===== src/rtl/pipe_reg.sv =====
// Elastic pipeline register: DEPTH chained skid-buffer stages under valid/ready.
// Optional occupancy counter enabled by defining PIPE_REG_OCC_EN.
module pipe_reg #(
  parameter int WIDTH = 16,
  parameter int DEPTH = 2
) (
  input  logic                             clk,
  input  logic                             rst,
  input  logic                             flush,
  input  logic                             in_valid,
  input  logic [WIDTH-1:0]                 in_data,
  output logic                             in_ready,
  output logic                             out_valid,
  output logic [WIDTH-1:0]                 out_data,
  input  logic                             out_ready,
  output logic [$clog2(2*DEPTH+1)-1:0]     occupancy
);

  localparam int OCC_W = $clog2(2*DEPTH+1);

  typedef enum logic [1:0] {
    EMPTY = 2'd0,
    BUSY  = 2'd1,
    FULL  = 2'd2
  } stage_state_t;

  // Link i is the input side of stage i; link DEPTH is the pipe output.
  logic [DEPTH:0]   valid_link;
  logic [DEPTH:0]   ready_link;
  logic [WIDTH-1:0] data_link [DEPTH+1];

  assign valid_link[0]     = in_valid;
  assign data_link[0]      = in_data;
  assign ready_link[DEPTH] = out_ready;
  assign in_ready          = ready_link[0];
  assign out_valid         = valid_link[DEPTH];
  assign out_data          = data_link[DEPTH];

  for (genvar i = 0; i < DEPTH; i++) begin : g_stage
    stage_state_t     state;
    stage_state_t     state_next;
    logic [WIDTH-1:0] main_data;
    logic [WIDTH-1:0] skid_data;
    logic             ready_q;
    logic             in_fire;
    logic             out_fire;
    logic             load_main_in;
    logic             load_main_skid;
    logic             load_skid;

    always_comb begin
      in_fire        = valid_link[i] && ready_q;
      out_fire       = (state != EMPTY) && ready_link[i+1];
      state_next     = state;
      load_main_in   = 1'b0;
      load_main_skid = 1'b0;
      load_skid      = 1'b0;
      if (flush) begin
        state_next = EMPTY;
      end else begin
        case (state)
          EMPTY: begin
            if (in_fire) begin
              state_next   = BUSY;
              load_main_in = 1'b1;
            end
          end
          BUSY: begin
            if (in_fire && out_fire) begin
              load_main_in = 1'b1;
            end else if (in_fire) begin
              state_next = FULL;
              load_skid  = 1'b1;
            end else if (out_fire) begin
              state_next = EMPTY;
            end
          end
          FULL: begin
            if (out_fire) begin
              state_next     = BUSY;
              load_main_skid = 1'b1;
            end
          end
          default: state_next = EMPTY;
        endcase
      end
    end

    // Ready is registered from the next state so no ready path crosses stages.
    always_ff @(posedge clk or negedge rst) begin
      if (!rst) begin
        state     <= EMPTY;
        main_data <= '0;
        skid_data <= '0;
        ready_q   <= 1'b0;
      end else begin
        state   <= state_next;
        ready_q <= (state_next != FULL);
        if (load_main_in)
          main_data <= data_link[i];
        else if (load_main_skid)
          main_data <= skid_data;
        if (load_skid)
          skid_data <= data_link[i];
      end
    end

    assign valid_link[i+1] = (state != EMPTY);
    assign data_link[i+1]  = main_data;
    assign ready_link[i]   = ready_q;
  end

`ifdef PIPE_REG_OCC_EN
  logic             pipe_in_fire;
  logic             pipe_out_fire;
  logic [OCC_W-1:0] occ_q;

  assign pipe_in_fire  = in_valid && in_ready;
  assign pipe_out_fire = out_valid && out_ready;

  always_ff @(posedge clk or negedge rst) begin
    if (!rst) begin
      occ_q <= '0;
    end else if (flush) begin
      occ_q <= '0;
    end else if (pipe_in_fire && !pipe_out_fire) begin
      occ_q <= occ_q + OCC_W'(1);
    end else if (pipe_out_fire && !pipe_in_fire) begin
      occ_q <= occ_q - OCC_W'(1);
    end
  end

  assign occupancy = occ_q;
`else
  assign occupancy = '0;
`endif

endmodule


===== config.mk =====
export PLATFORM = sky130hd
export DESIGN_NAME = pipe_reg
export DESIGN_NICKNAME = d
export VERILOG_FILES = /design/src/rtl/pipe_reg.sv
export SDC_FILE = /design/constraint.sdc
export NUM_CORES = 1
export LEC_CHECK = 0
export CORE_MARGIN = 1.5
export CORE_UTILIZATION = 45
export DETAILED_ROUTE_END_ITERATION = 8
export PLACE_DENSITY_LB_ADDON = 0.1
export REMOVE_ABC_BUFFERS = 1
export SYNTH_ARGS = -nofsm -noshare
export SYNTH_HDL_FRONTEND = slang
export SYNTH_SLANG_ARGS = --single-unit
export TNS_END_PERCENT = 50

===== constraint.sdc =====
create_clock -name clk -period 2.6 [get_ports clk]
set_clock_uncertainty 0.1 [all_clocks]
set_input_delay 0.52 -clock clk [delete_from_list [all_inputs] [get_ports clk]]
set_output_delay 0.52 -clock clk [all_outputs]
set_load 0.02 [all_outputs]

==> out/metrics.yaml <==
clock_network:
  postCtsResizedCells: 0
  clkLatencyLatePin_ps: 340
  post_cts_buffers: 0
  htreeDepth: 3
  hold_buffers: 0
  cts_sinks: 70
  cts-root-buf: "clkbuf_8"
  cts_tree: "done"
  cts_buffers: 9
  clk_pin_slew_ps: 80
  clock_path_buffers: 2
floorplanning:
  initial_core_util_pct: 46.6
  fp-row-count: 29
  core_mm2: 0.00639
  design.die.area_mm2: 0.00711
  pin_count: 42
  die_w_um: 84.3
  die_h_um: 84.3
placement:
  dp_hpwl_um: 3670
  io_buffer_count: 38
  dpl_cell_area_mm2: 0.00345
  dp_slack_ps: 246
  gp_congestion: 0.736
sta:
  rsz0062_at_grt: "no"
  period_share_pct: 85.8
  maxSlewHeadroom_pct: 48.7
  slew_violations: 0
  worst_slew_pin_slew_ps: 769
  fmax_mhz: 448
  final_hold_viol_count: 0
  fin_hold_ws_ps: 103
  finalWorstSetupSlack_ps: 369
  setup_viol: 0
  timing.final.crit_period_ps: 2230
worst_setup_path:
  critPathArrivalTime_ps: 1610
  path_max_fanout: 7
  start_kind: "flop"
  worstSetupEndpointType: "output pin"
  path_class: "flop to output pin"
  startpoint: "g_stage[1].state[1]$_DFF_PN0_"
  r2r-start: "g_stage[0].state[1]$_DFF_PN0_"
  rrSetupSlack_ps: 750
  r2r-end: "g_stage[0].main_data[12]$_DFFE_PN0P_"
  rr_worst_depth: 4
  required_ps: 1980
  critPathCapture: "out_valid"
detailed_routing:
  viasPerCell: 5.17
  dr.pass1.iters: 4
  drc: 0
  ant_nets: 0
  routed-via-count: 1917
  wl_per_cell_um: 15.5
  initialDrtViolationCount: 58
  totalWireLength_um: 5740
grt:
  grt_max_degree: 33
  grt_pass1_vias: 2000
  grt_pass1_wl_um: 10100
  overflow: 0
  grt_use_total_pct: 18.5
  antenna_found_initial: 0
power_and_ir_drop:
  power_density_mw_per_mm2: 767
  p_clk_share_pct: 37.5
  max-vdd-ir-drop_mv: 0.407
  total_power_w: 0.00283
  seqPwrFrac_pct: 46.5
  comb_power_share_pct: 16.0
  p_int_w: 0.00211
  power_switching_w: 0.000722
  p_sw_share_pct: 25.5
  p_leak_nw: 1.70
cells_and_area:
  multiInputGateArea_mm2: 0.00113
  drive_gt1_share_pct: 21.8
  seqCellArea_mm2: 0.00175
  nets: 310
  layout_common_cells: "dfrtp_1, clkdlybuf4s50_1, nand2_1, mux2_2"
  diodes: 0
  fillers: 539
  utilization_pct: 57.8
  area_delta_synth_final_pct: 24.0
  design_area_mm2: 0.00369
  layout_commonest_cell: "dfrtp_1"
job:
  cap_violations: 0
synthesis:
  synth_top_area_share_pct: 58.8
  seq_area_frac_synth_pct: 58.8
  ys_seq_elements: 70
  ys_top_cells_by_area: "dfrtp_1, mux2_2, mux2i_1"
  syn_avg_cell_area_um2: 12.1
  yosysUniqueCellTypes: 29
  syn_area_mm2: 0.00298
  ys.warnings.count: 0
  syn_inst: 246
  synth_area_leader_cell: "dfrtp_1"
worst_hold_path:
  worst_hold_path_type: "input port to asynchronous set/reset pin"
status:
  status: "finished, final reports clean"
-- layer usage --
layer / share of wire (%) / track usage, %
met1: 47 / 24.0
met2: 47 / 29.1
met3: 3.2 / 3.83
met4: 2.5 / 10.1
met5: 0 / 0
-- synthesized netlist by cell type --
| cell type | number |
|---|---|
| dfrtp_1 | 70 |
| mux2_2 | 32 |
| nand2_1 | 32 |
| a21oi_1 | 18 |
| mux2i_1 | 18 |
| nor2_1 | 18 |
| a22oi_1 | 14 |
| buf_2 | 8 |
| buf_4 | 5 |
| buf_6 | 4 |
| nor3_1 | 3 |
| inv_1 | 2 |
| nand2b_1 | 2 |
| nor4bb_1 | 2 |
| o21a_1 | 2 |
| o21ai_0 | 2 |
| xnor2_1 | 2 |
| a21o_1 | 1 |
| and2_1 | 1 |
| and4bb_2 | 1 |
| clkbuf_1 | 1 |
| conb_1 | 1 |
| nand3b_1 | 1 |
| nor2b_1 | 1 |
| o21ai_1 | 1 |
| or2_2 | 1 |
| or3_1 | 1 |
| or3b_2 | 1 |
| or4_1 | 1 |
-- power by group through the flow --
stage          sequential [W]  clock, W  combinational, W
4_1_cts               0.00132   0.00109          0.000462
3_3_place_gp          0.00134         0          0.000452
6_report              0.00132   0.00106          0.000454
3_5_place_dp          0.00134         0          0.000459
2_1_floorplan         0.00139         0          0.000166
5_1_grt               0.00134   0.00113          0.000502
-- through the flow --
stage          TNS, ps  instances
2_1_floorplan   -19750        230
3_3_place_gp         0        355
3_5_place_dp         0        355
4_1_cts              0        371
5_1_grt              0        371
6_report             0        371
-- logic make-up (layout without fill, tap and decap cells) --
family | Yosys count | in the layout | share of synthesized area (%)
DFF | 70 | 70 | 58.8
and+or+nand+nor | 65 | 65 | 9.96
muxes | 50 | 50 | 18.2
AOI/OAI and AO/OA | 38 | 38 | 7.82
buffers and inverters | 20 | 66 | 4.50
xor gates and xnor gates | 2 | 2 | 0.589
other | 1 | 3 | 0.126
-- how the worst min path moves through the flow --
| stage | from | to |
|---|---|---|
| after floorplan | rst | g_stage[0].main_data[0]$_DFFE_PN0P_ |
| after global placement | g_stage[0].skid_data[0]$_DFFE_PN0P_ | g_stage[0].main_data[0]$_DFFE_PN0P_ |
| after detailed placement | g_stage[0].skid_data[15]$_DFFE_PN0P_ | g_stage[0].main_data[15]$_DFFE_PN0P_ |
| after CTS | rst | out_data[13]$_DFFE_PN0P_ |
| after global routing | rst | g_stage[0].skid_data[13]$_DFFE_PN0P_ |
| final | rst | g_stage[0].skid_data[13]$_DFFE_PN0P_ |
-- worst max-delay path, cell delays in order, from the launching register on --
cell and delay (ps):
dfrtp_1 450, or2_2 290, clkdlybuf4s50_1 540
-- flip-flops by register name, indices dropped and copies added, names as in the netlist --
signal and flops:
g_stage.main_data 16, g_stage.ready_q 1, g_stage.skid_data 32, g_stage.state 4
in_ready 1, out_data 16
-- cell type report --
class,count,share of cell area (%)
repair buffers,48,12.5
clock buffers,9,3.35
inverters,2,0.203
flip-flops and latches,70,47.4
multi-input cells,158,30.6
clock inverters,7,3.29
well taps,77,2.61
Note: power is estimated with default switching activity, not from simulation.
